**config.mk**
```make
export PLATFORM = sky130hd
export DESIGN_NAME = inv_mix_col_iter
export DESIGN_NICKNAME = d
export VERILOG_FILES = /design/src/rtl/inv_mix_col_iter.sv
export SDC_FILE = /design/constraint.sdc
export NUM_CORES = 1
export LEC_CHECK = 0
export ABC_AREA = 0
export BUFFER_PORTS_ARGS = -buffer_cell sky130_fd_sc_hd__buf_2
export CORE_MARGIN = 4
export CORE_UTILIZATION = 50
export CTS_CLUSTER_DIAMETER = 100
export DETAILED_ROUTE_END_ITERATION = 8
export HOLD_SLACK_MARGIN = 0.12
export PLACE_DENSITY_LB_ADDON = 0.05
export SLEW_MARGIN = 20
export SYNTH_ARGS = -nofsm -noshare
export SYNTH_HDL_FRONTEND = slang
export SYNTH_SLANG_ARGS = --single-unit
```
**constraint.sdc**
```tcl
create_clock -name clk -period 9.6 [get_ports clk]
set_input_delay 0.96 -clock clk [delete_from_list [all_inputs] [get_ports clk]]
set_output_delay 0.96 -clock clk [all_outputs]
set_load 0.02 [all_outputs]
```
**src/rtl/inv_mix_col_iter.sv**
```systemverilog
// Iterative AES InvMixColumns engine: one 32-bit column per clock, four per block.
// Optional IMC_FWD_MODE_EN adds a per-block "fwd" input selecting forward MixColumns.
module inv_mix_col_iter (
    input  logic         clk,
    input  logic         rst,
    input  logic         in_valid,
    output logic         in_ready,
    input  logic [127:0] in_state,
    output logic         out_valid,
    input  logic         out_ready,
    output logic [127:0] out_state
`ifdef IMC_FWD_MODE_EN
    ,
    input  logic         fwd
`endif
);

    localparam int unsigned DATA_W = 128;
    localparam int unsigned COL_W  = 32;
    localparam int unsigned BYTE_W = 8;

    localparam logic [1:0] ST_IDLE = 2'd0;
    localparam logic [1:0] ST_BUSY = 2'd1;
    localparam logic [1:0] ST_DONE = 2'd2;

    logic [1:0]        state, state_nxt;
    logic [1:0]        col, col_nxt;
    logic [DATA_W-1:0] work, work_nxt;
    logic [COL_W-1:0]  col_in, col_out;
`ifdef IMC_FWD_MODE_EN
    logic              mode, mode_nxt;
`endif

    function automatic logic [BYTE_W-1:0] xtime(input logic [BYTE_W-1:0] x);
        return {x[6:0], 1'b0} ^ (x[7] ? 8'h1B : 8'h00);
    endfunction

    // Multiply by a 4-bit constant k as a sum of x, x2, x4, x8.
    function automatic logic [BYTE_W-1:0] gm(input logic [BYTE_W-1:0] x, input logic [3:0] k);
        logic [BYTE_W-1:0] x2, x4, x8;
        x2 = xtime(x);
        x4 = xtime(x2);
        x8 = xtime(x4);
        return (k[3] ? x8 : 8'h00) ^ (k[2] ? x4 : 8'h00) ^
               (k[1] ? x2 : 8'h00) ^ (k[0] ? x  : 8'h00);
    endfunction

    function automatic logic [COL_W-1:0] inv_col(input logic [COL_W-1:0] a);
        logic [BYTE_W-1:0] a0, a1, a2, a3;
        {a0, a1, a2, a3} = a;
        return {gm(a0, 4'hE) ^ gm(a1, 4'hB) ^ gm(a2, 4'hD) ^ gm(a3, 4'h9),
                gm(a0, 4'h9) ^ gm(a1, 4'hE) ^ gm(a2, 4'hB) ^ gm(a3, 4'hD),
                gm(a0, 4'hD) ^ gm(a1, 4'h9) ^ gm(a2, 4'hE) ^ gm(a3, 4'hB),
                gm(a0, 4'hB) ^ gm(a1, 4'hD) ^ gm(a2, 4'h9) ^ gm(a3, 4'hE)};
    endfunction

`ifdef IMC_FWD_MODE_EN
    function automatic logic [COL_W-1:0] fwd_col(input logic [COL_W-1:0] a);
        logic [BYTE_W-1:0] a0, a1, a2, a3;
        {a0, a1, a2, a3} = a;
        return {gm(a0, 4'h2) ^ gm(a1, 4'h3) ^ a2 ^ a3,
                a0 ^ gm(a1, 4'h2) ^ gm(a2, 4'h3) ^ a3,
                a0 ^ a1 ^ gm(a2, 4'h2) ^ gm(a3, 4'h3),
                gm(a0, 4'h3) ^ a1 ^ a2 ^ gm(a3, 4'h2)};
    endfunction
`endif

    assign in_ready  = (state == ST_IDLE);
    assign out_state = work;

    // Next-state, column select and work-register update.
    always_comb begin
        state_nxt = state;
        col_nxt   = col;
        work_nxt  = work;
`ifdef IMC_FWD_MODE_EN
        mode_nxt  = mode;
`endif
        case (col)
            2'd0:    col_in = work[127:96];
            2'd1:    col_in = work[95:64];
            2'd2:    col_in = work[63:32];
            default: col_in = work[31:0];
        endcase
`ifdef IMC_FWD_MODE_EN
        col_out = mode ? fwd_col(col_in) : inv_col(col_in);
`else
        col_out = inv_col(col_in);
`endif
        case (state)
            ST_IDLE: begin
                if (in_valid) begin
                    work_nxt  = in_state;
                    col_nxt   = 2'd0;
                    state_nxt = ST_BUSY;
`ifdef IMC_FWD_MODE_EN
                    mode_nxt  = fwd;
`endif
                end
            end
            ST_BUSY: begin
                case (col)
                    2'd0:    work_nxt[127:96] = col_out;
                    2'd1:    work_nxt[95:64]  = col_out;
                    2'd2:    work_nxt[63:32]  = col_out;
                    default: work_nxt[31:0]   = col_out;
                endcase
                col_nxt = col + 2'd1;
                if (col == 2'd3) state_nxt = ST_DONE;
            end
            ST_DONE: begin
                if (out_ready) state_nxt = ST_IDLE;
            end
            default: state_nxt = ST_IDLE;
        endcase
    end

    always_ff @(posedge clk) begin
        if (rst) begin
            state     <= ST_IDLE;
            col       <= 2'd0;
            work      <= '0;
            out_valid <= 1'b0;
`ifdef IMC_FWD_MODE_EN
            mode      <= 1'b0;
`endif
        end else begin
            state     <= state_nxt;
            col       <= col_nxt;
            work      <= work_nxt;
            out_valid <= (state_nxt == ST_DONE);
`ifdef IMC_FWD_MODE_EN
            mode      <= mode_nxt;
`endif
        end
    end

endmodule

```
==> results of run 1 <==
## layout make-up
cell class	instances	area (sq um)
Multi-Input combinational cell	893	6370
Inverter	8	32.5
Tap cell	234	293
Clock buffer	17	425
Fill cell	1763	7160
Sequential cell	133	2660
Clock inverter	15	178
Timing Repair Buffer	298	1580
## worst paths after layout
| check | from | depth (start not counted) | slack (ns) | endpoint |
|---|---|---|---|---|
| min reg2reg | out_state[50] | 2 | 0.49 | out_state[50] |
| min | out_state[50] | 2 | 0.49 | out_state[50] |
| max reg2reg | col[0] | 11 | 5.15 | out_state[114] |
| max | col[0] | 11 | 5.15 | out_state[114] |
## Yosys cell counts, types with 5 or more instances
master    count  share of area
a21oi_1     119          0.062
a222oi_1     32          0.034
a311oi_1      8         0.0073
and2_0        8         0.0052
buf_1         6         0.0024
buf_2        14         0.0073
clkbuf_1     98          0.039
dfxtp_1     133           0.28
inv_1         8         0.0031
mux2_2        6         0.0071
mux2i_1      22          0.023
nand2_1      64          0.025
nand3_1      56          0.029
nor2_1       55          0.022
nor3_1       23          0.012
o21ai_0     140          0.073
o21ai_1       5         0.0026
o31ai_1      47          0.037
o41ai_1       8         0.0073
xnor2_1     149           0.14
xnor3_1      24          0.057
xor2_1       72          0.066
## layer usage
| metal | GRT usage | part of all wire | up-vias |
|---|---|---|---|
| met5 | 0 | 0 | - |
| met1 | 0.509 | 0.43 | 4783 |
| met2 | 0.551 | 0.45 | 558 |
| met3 | 0.0611 | 0.084 | 70 |
| li1 | - | - | 4511 |
| met4 | 0.107 | 0.027 | 0 |
## cell families after synthesis
family | Yosys count
adder cells (fa/ha/maj) | 4
buffers and inverters | 128
XOR/XNOR | 253
AO/OA/AOI/OAI | 387
flip-flops | 133
multiplexers | 29
AND/OR/NAND/NOR | 220
## registers in the layout, summed over array words and instances (netlist names)
name,flops
out_state,128
col,2
state,2
out_valid,1
## worst max-delay path, cell delays in order, from the launching register on
cell,delay (ns)
dfxtp_1,0.36
inv_1,0.10
ha_1,0.35
buf_4,0.30
a222oi_1,1.04
xnor2_1,0.22
xnor2_1,0.18
mux2i_1,0.39
xor3_1,0.56
xnor3_1,0.34
nor2_1,0.34
o31ai_1,0.14
## stage by stage
step | setup slack, ns | area [sq um] | utilization
after global placement | 5.00 | 10900 | 0.584
final | 5.15 | 11500 | 0.617
after CTS | 5.24 | 11500 | 0.617
after detailed placement | 5.25 | 10900 | 0.585
after floorplan | 6.33 | 9530 | -
after global routing | 5.06 | 11500 | 0.617
==> out/qor.log, run 1 <==
[synthesis] number of synthesized register bits 133
[detailed_routing] antenna viol nets, final 0
[synthesis] synthesized-area fraction occupied by adder cells 0.00525
[clocking] quantity of hold-fixing buffers added after cts 0
[die] # IOs 262
[timing] Worst slew margin 0.225
[placed_design] DP Wirelength 29700 um
[synthesis] mean area per synthesized cell 8.26 sq um
[timing] setup repair after global routing missed its margin false
[synthesis] fraction of the mapped netlist area in compound gates 0.248
[detailed_routing] drt first pass iters 5
[synthesis] combinational family with the most area after synthesis XOR/XNOR gates
[cells_and_area] commonest non-fill, non-tap cells in the layout buf_2 (263), xnor2_1 (149), o21ai_0 (140)
[clocking] TritonCTS buffer count 17
[timing] measured slew at the worst slew-check pin 1.16 ns
[setup_path] Data arrival, critical path 4.75 ns
[synthesis] proportion of synthesized chip area in sequential cells 0.279
[setup_path] Critical Path End Type register
[clocking] number of clock sinks seen by CTS 133
[clocking] number of H-tree branching levels 4
[timing] final critical-path share of the clock period 0.464
[clocking] clock tree root driver cell clkbuf_16
[synthesis] Primary FF master, synth dfxtp_1
[synthesis] net count after synthesis 1290
[timing] Final Setup Violations 0
[clocking] clock network latency to the later pin of the worst-skew pair 0.43 ns
[cells_and_area] share of post-route cells with drive strength above 1 0.258
[cells_and_area] commonest non-fill, non-tap cell in the layout buf_2
[synthesis] Distinct cells, synth 49
[clocking] CTS Buffer Depth 2
[setup_path] type of the worst setup path reg -> reg
[detailed_routing] vias per std cell 6.21
[global_route] maximum number of pins on one net before global-route repair 111
[global_route] GRT overflow 0
[setup_path] Critical Path Start Type register
[detailed_routing] total number of vias 9922
[clocking] CTS tree yes
[cells_and_area] fin cells 1598
[synthesis] share of cell area taken by muxes after synthesis 0.0325
[cells_and_area] growth of design area from synthesis to finish 21.1%
[cells_and_area] Antenna Diode Count 0
[placed_design] weighted congestion reported at the end of routability-driven placement 1.01
[synthesis] count of synthesis-stage warnings from yosys 0
[timing] min Tclk post-route 4.45 ns
[synthesis] async set-reset flop share out of synthesis 0
[global_route] global-route wire length before repair 58300 um
[synthesis] basic-gate share of the synthesized area counting and, or, nand and nor cells 0.104
[clocking] clock input transition at the sequential cells of the worst setup and hold paths 0.07 ns
[global_route] Overall Global Routing Usage 0.355
[synthesis] netlist area before placement 9530 sq um
[flow_run] max-cap check violation count 0
[clocking] post-CTS repair timing setup buffer count 0
[placed_design] cell total after placement 1566
[clocking] number of resized instances in the post-cts repair step 0
[die] die boundary height 146 um
[synthesis] cells after synthesis 1154
[timing] highest clock rate 225 MHz
[setup_path] largest fanout on the critical path 24
[global_route] number of antenna violations at the first check in global routing 0
[global_route] vias in the first global route 9376
[setup_path] Worst Path Required 9.90 ns
[min_path] type of the most critical hold path reg -> reg
[timing] Hold Fails Final Rpt 0
[synthesis] xor and xnor area share after synthesis 0.277
[die] cell row count 50
[detailed_routing] number of DRC markers after the initial detailed-route iteration 1365
[detailed_routing] DR DRC count 0
[synthesis] number of flops mapped to enable cells by yosys 0
[timing] WHS 0.487 ns
[timing] Max Slew Vio Count 0
[timing] total negative slack 0 ns
[placed_design] port bufs 261
[detailed_routing] total wirelength of the detailed-routed design 39800 um
[detailed_routing] routed length per placed instance 24.9 um
[die] core area 18700 sq um
[outcome] outcome finished, final reports clean
[cells_and_area] number of nets in the final layout 1487
[timing] setup skew after layout 0.0134 ns
[die] horizontal extent of the die 146 um
[die] effective utilization at floorplan 0.510
[die] die area 21300 sq um
Power of run 1 is left out: the tool's default activity adds up to more than one toggle a clock period on the data nets, which glitch-free logic cannot reach.
==> run 2: changes to the inputs <==
--- a/config.mk
+++ b/config.mk
@@ -5,7 +5,7 @@
 export SDC_FILE = /design/constraint.sdc
 export NUM_CORES = 1
 export LEC_CHECK = 0
-export ABC_AREA = 0
+export ABC_AREA = 1
 export BUFFER_PORTS_ARGS = -buffer_cell sky130_fd_sc_hd__buf_2
 export CORE_MARGIN = 4
 export CORE_UTILIZATION = 50
==> constraint.sdc (replaced) <==
create_clock -name clk -period 4.65 [get_ports clk]
set_input_delay 0.465 -clock clk [delete_from_list [all_inputs] [get_ports clk]]
set_output_delay 0.465 -clock clk [all_outputs]
set_load 0.02 [all_outputs]
==> out/qor.log, run 2 <==
[clocking] CTS tree yes
[cells_and_area] commonest non-fill, non-tap cell in the layout nand2_1
[detailed_routing] vias per std cell 5.76
[timing] Final Setup Violations 0
[synthesis] netlist area before placement 10600 sq um
[setup_path] Data arrival, critical path 4.11 ns
[die] effective utilization at floorplan 0.516
[die] die boundary height 153 um
[clocking] TritonCTS buffer count 17
[synthesis] number of flops mapped to enable cells by yosys 0
[synthesis] most frequent cells after synthesis nand2_1 (627), a21oi_1 (231), dfxtp_1 (133)
[placed_design] weighted congestion reported at the end of routability-driven placement 1.03
[die] core area 20500 sq um
[die] cell row count 52
[global_route] number of antenna violations at the first check in global routing 1
[clocking] clock input transition at the sequential cells of the worst setup and hold paths 0.07 ns
[setup_path] Worst Path Required 5.02 ns
[timing] highest clock rate 268 MHz
[clocking] number of H-tree branching levels 4
[synthesis] synth top area cells dfxtp_1 (25%), nand2_1 (22%), a21oi_1 (11%), o21ai_0 (6.2%), xor2_1 (5.9%)
[setup_path] internal reg-to-reg setup slack 0.91 ns
[synthesis] cells after synthesis 1727
[synthesis] mean area per synthesized cell 6.13 sq um
[setup_path] CP endpoint out_state[45]
[setup_path] cell count of the worst reg-to-reg path 19
[die] # IOs 262
[detailed_routing] drt first pass iters 6
[setup_path] type of the worst setup path reg -> reg
[cells_and_area] Antenna Diode Count 0
[min_path] type of the most critical hold path in -> reg
[cells_and_area] number of nets in the final layout 2091
[synthesis] count of synthesis-stage warnings from yosys 0
[timing] final critical-path share of the clock period 0.804
[placed_design] port bufs 261
[synthesis] async set-reset flop share out of synthesis 0
[power] leakage power summed over all cells 6.79 nW
[timing] measured slew at the worst slew-check pin 0.787 ns
[clocking] CTS Buffer Depth 2
[clocking] clock tree root driver cell clkbuf_16
[timing] setup repair after global routing missed its margin false
[placed_design] DP Wirelength 34600 um
[global_route] Overall Global Routing Usage 0.366
[timing] Worst slew margin 0.475
[clocking] quantity of hold-fixing buffers added after cts 0
[detailed_routing] DR DRC count 0
[setup_path] origin of the critical flop-to-flop path col[0]
[synthesis] net count after synthesis 1863
[synthesis] Distinct cells, synth 43
[setup_path] Critical Path End Type register
[cells_and_area] growth of design area from synthesis to finish 19.8%
[synthesis] library cell occupying the most area in the post-synthesis netlist dfxtp_1
[die] die area 23600 sq um
[timing] min Tclk post-route 3.74 ns
[setup_path] largest fanout on the critical path 17
[placed_design] cell total after placement 2206
[placed_design] placement-stage cell area 12100 sq um
[detailed_routing] total wirelength of the detailed-routed design 45400 um
[global_route] vias in the first global route 11.8k
[die] horizontal extent of the die 153 um
[cells_and_area] flip-flop count of the largest register after layout 128
[global_route] global-route wire length before repair 67800 um
[detailed_routing] antenna viol nets, final 0
[flow_run] max-cap check violation count 0
[timing] Hold Fails Final Rpt 0
[synthesis] most used standard cell by instance count after synthesis nand2_1
[cells_and_area] commonest non-fill, non-tap cells in the layout nand2_1 (626), buf_2 (261), a21oi_1 (229)
[setup_path] timing startpoint of the critical path col[0]
[detailed_routing] routed length per placed instance 20.3 um
[synthesis] number of synthesized register bits 133
[timing] Max Slew Vio Count 0
[timing] setup skew after layout 0.0174 ns
[timing] total negative slack 0 ns
[synthesis] Primary FF master, synth dfxtp_1
[setup_path] Critical Path Start Type register
[synthesis] share of the synthesized area in the top cell type 0.252
[power] power density of the placed cells 579 nW/um^2
[global_route] maximum number of pins on one net before global-route repair 88
[clocking] number of clock sinks seen by CTS 133
[clocking] clock network latency to the later pin of the worst-skew pair 0.44 ns
[global_route] GRT overflow 0
[cells_and_area] core occupancy in the finished layout 0.619
[power] Peak supply drop 298 uV
[clocking] post-CTS repair timing setup buffer count 0
[clocking] number of resized instances in the post-cts repair step 0
[cells_and_area] share of post-route cells with drive strength above 1 0.212
[detailed_routing] total number of vias 12.9k
[cells_and_area] fin cells 2238
[synthesis] proportion of synthesized chip area in sequential cells 0.252
[setup_path] Critical R2R Capture out_state[45]
[detailed_routing] number of DRC markers after the initial detailed-route iteration 1186
[cells_and_area] Layout Cell Area excl Fill 12700 sq um
[outcome] outcome finished, final reports clean
[run 2: power by group]
| group | switching [W] | total [W] | internal (W) |
|---|---|---|---|
| clock | 0.000629 | 0.00144 | 0.000816 |
| sequential | 0.000164 | 0.00146 | 0.00130 |
| combinational | 0.00307 | 0.00443 | 0.00137 |
[run 2: per-stage QoR]
| stage | setup slack, ns | power (W) | hold slack [ns] |
|---|---|---|---|
| 2_1_floorplan | 2.17 | 0.00450 | 0.466 |
| 3_3_place_gp | 0.991 | 0.00577 | 0.485 |
| 3_5_place_dp | 0.999 | 0.00580 | 0.499 |
| 4_1_cts | 0.985 | 0.00724 | 0.290 |
| 5_1_grt | 0.652 | 0.00782 | 0.297 |
| 6_report | 0.914 | 0.00734 | 0.296 |
[run 2: layout make-up]
class,count,area (sq um)
Clock buffer,17,425
Clock inverter,15,186
Fill cell,2008,7820
Inverter,114,433
Multi-Input combinational cell,1409,7180
Sequential cell,133,2660
Tap cell,270,338
Timing Repair Buffer,280,1450
[run 2: worst min path at each step]
| stage | from | to | slack, ns | cells after the start |
|---|---|---|---|---|
| floorplan | col[1] | col[1] | 0.47 | 2 |
| global placement | col[1] | col[1] | 0.49 | 2 |
| detailed placement | col[1] | col[1] | 0.50 | 2 |
| CTS | rst | state[1] | 0.29 | 2 |
| global route | rst | state[1] | 0.30 | 2 |
| finish | rst | state[1] | 0.30 | 2 |
[run 2: cell families (layout without fill, tap and decap cells)]
logic type | count (synthesis) | count (layout) | share of synthesized area
buffers and inverters | 185 | 426 | 0.0730
AO/OA/AOI/OAI | 399 | 399 | 0.209
flip-flops | 133 | 133 | 0.252
adder cells (fa/ha/maj) | 4 | 4 | 0.00473
XOR/XNOR | 109 | 109 | 0.0966
AND/OR/NAND/NOR | 897 | 897 | 0.365
[run 2: metal layers]
layer,up-vias,routed length [um],global-route usage
met3,147,4420,0.0650
met5,-,17,0
met4,2,2770,0.198
met1,5908,17000,0.449
li1,6072,-,-
met2,765,21200,0.612
[run 2: critical path, cell delays in order, from the launching register on]
cell,delay (ns)
dfxtp_1,0.33
inv_1,0.12
ha_1,0.69
buf_4,0.38
nand2_1,0.08
nand2_1,0.12
nor2_1,0.06
nor2_2,0.37
nand2_1,0.12
nand2_2,0.20
nand2_1,0.10
nand2_1,0.07
nand2_1,0.06
nand2_1,0.07
nand2_1,0.05
nand2_1,0.14
inv_1,0.06
nand2_1,0.06
nand3_1,0.32
a21oi_1,0.25
Power figures use the tool's default switching activity.
==> run 3: changes to the inputs <==
==> constraint.sdc (replaced) <==
create_clock -name clk -period 3.1 [get_ports clk]
set_input_delay 0.31 -clock clk [delete_from_list [all_inputs] [get_ports clk]]
set_output_delay 0.31 -clock clk [all_outputs]
set_load 0.02 [all_outputs]
==> out/qor.log, run 3 (synthesized netlist as in run 2, its figures left out) <==
[clocking] TritonCTS buffer count 17
[setup_path] Critical Path End Type register
[setup_path] Worst Path Required 3.46 ns
[clocking] number of clock sinks seen by CTS 133
[timing] Hold Fails Final Rpt 0
[clocking] quantity of hold-fixing buffers added after cts 0
[timing] Final Setup Violations 0
[clocking] number of H-tree branching levels 4
[power] share of power burned in registers 0.194
[die] horizontal extent of the die 153 um
[cells_and_area] Filler Cell Count 1917
[cells_and_area] Reg area 2660 sq um
[setup_path] Data arrival, critical path 3.35 ns
[power] clock group share of total power 0.180
[power] leakage power summed over all cells 7.07 nW
[clocking] CTS Buffer Depth 2
[cells_and_area] growth of design area from synthesis to finish 25.2%
[cells_and_area] multi-input gate area in the final layout 7310 sq um
[timing] final critical-path share of the clock period 0.964
[setup_path] Critical R2R Capture out_state[31]
[timing] min Tclk post-route 2.99 ns
[placed_design] port bufs 261
[detailed_routing] total wirelength of the detailed-routed design 45700 um
[cells_and_area] share of post-route cells with drive strength above 1 0.243
[setup_path] internal reg-to-reg setup slack 0.11 ns
[detailed_routing] antenna viol nets, final 0
[clocking] clock input transition at the sequential cells of the worst setup and hold paths 0.07 ns
[power] Peak supply drop 474 uV
[detailed_routing] drt first pass iters 6
[die] die area 23600 sq um
[setup_path] cell count of the worst reg-to-reg path 13
[power] Cell Int Power 0.00531 W
[detailed_routing] number of DRC markers after the initial detailed-route iteration 1272
[timing] setup skew after layout 0.0176 ns
[detailed_routing] vias per std cell 5.67
[timing] highest clock rate 335 MHz
[setup_path] Critical Path Start Type register
[die] core area 20500 sq um
[die] # IOs 262
[clocking] clock tree root driver cell clkbuf_16
[placed_design] worst setup timing slack at the placement stage 0.0291 ns
[cells_and_area] commonest non-fill, non-tap cells in the layout nand2_1 (617), buf_2 (261), a21oi_1 (228)
[detailed_routing] total number of vias 13.0k
[outcome] outcome finished, final reports clean
[cells_and_area] core occupancy in the finished layout 0.647
[timing] WHS 0.141 ns
[min_path] Worst Min Path Start rst
[placed_design] cell total after placement 2253
[timing] Max Slew Vio Count 0
[global_route] number of antenna violations at the first check in global routing 0
[setup_path] origin of the critical flop-to-flop path col[1]
[global_route] vias in the first global route 12.0k
[cells_and_area] commonest non-fill, non-tap cell in the layout nand2_1
[timing] setup repair after global routing missed its margin true
[cells_and_area] Antenna Diode Count 0
[global_route] GRT overflow 0
[timing] measured slew at the worst slew-check pin 0.782 ns
[min_path] capture endpoint of the worst hold path out_valid
[power] combinational group share of total power 0.626
[placed_design] weighted congestion reported at the end of routability-driven placement 1.06
[die] cell row count 52
[flow_run] max-cap check violation count 0
[die] effective utilization at floorplan 0.516
[setup_path] type of the worst setup path reg -> reg
[setup_path] largest fanout on the critical path 32
[cells_and_area] number of nets in the final layout 2140
[timing] Setup WS post-layout 0.112 ns
[timing] Worst slew margin 0.478
[global_route] maximum number of pins on one net before global-route repair 133
[cells_and_area] fin cells 2287
[detailed_routing] DR DRC count 0
[die] die boundary height 153 um
[clocking] CTS tree yes
[min_path] type of the most critical hold path in -> reg
[global_route] Overall Global Routing Usage 0.365
[power] net switching power 0.00588 W
[power] PnR Total Power 0.0112 W
[min_path] worst hold path cell count 2
[detailed_routing] routed length per placed instance 20.0 um
[cells_and_area] flip-flop count of the largest register after layout 128
[placed_design] DP Wirelength 35100 um
[power] share of total power consumed by net switching 0.525
[global_route] global-route wire length before repair 67800 um
[clocking] clock network latency to the later pin of the worst-skew pair 0.43 ns
[power] power density of the placed cells 845 nW/um^2
[run 3: worst max-delay path: stages (launching register included)]
cell       delay, ns
dfxtp_2         0.38
ha_2            0.22
bufinv_16       0.23
buf_4           0.17
nor2_1          0.14
o21bai_2        0.16
buf_4           0.18
nand2_1         0.06
nand2_1         0.17
xor2_1          0.39
xor2_2          0.27
a21o_1          0.12
nand3_1         0.21
a21oi_1         0.21
[run 3: power by group through the flow]
stage / clock network [W] / logic, W / registers [W]
after floorplan: 0 / 0.00434 / 0.00242
after global placement: 0 / 0.00667 / 0.00220
after detailed placement: 0 / 0.00674 / 0.00220
after CTS: 0.00201 / 0.00678 / 0.00216
after global routing: 0.00208 / 0.00762 / 0.00220
final: 0.00201 / 0.00701 / 0.00218
[run 3: how the worst max path moves through the flow]
stage / startpoint / to / slack [ns] / depth (start not counted)
after floorplan: col[0] / out_state[104] / 0.62 / 16
after global placement: col[0] / out_state[93] / 0.08 / 16
after detailed placement: col[1] / out_state[115] / 0.03 / 15
after CTS: col[0] / out_state[48] / 0.04 / 13
after global routing: col[1] / out_state[61] / -0.04 / 18
final: col[1] / out_state[31] / 0.11 / 13
[run 3: stage by stage]
step	area (sq um)	setup TNS, ns
4_1_cts	13100	0
3_3_place_gp	12500	0
2_1_floorplan	10600	0
3_5_place_dp	12500	0
6_report	13300	0
5_1_grt	13300	-0.318
[run 3: final cells by class]
| cell class | instances | share of cell area |
|---|---|---|
| Clock buffer | 18 | 0.0331 |
| Clock inverter | 14 | 0.0101 |
| Inverter | 114 | 0.0345 |
| Multi-Input combinational cell | 1409 | 0.552 |
| Sequential cell | 133 | 0.201 |
| Tap cell | 270 | 0.0255 |
| Timing Repair Buffer | 329 | 0.144 |
[run 3: metal layers]
metal  routed length [um]  track usage  vias to the layer above
met5                    0            0                        -
met1                17500        0.441                     5940
met2                22000        0.634                      735
li1                     -            -                     6144
met4                 2600        0.182                        0
met3                 3610       0.0500                      145
[run 3: timing repair]
action / in CTS / in global routing
resized for setup: 1 / 35
cloned: 0 / 1
pin swaps: 0 / 3
setup buffers: 0 / 1
endpoints found under the setup margin: 1 / 79
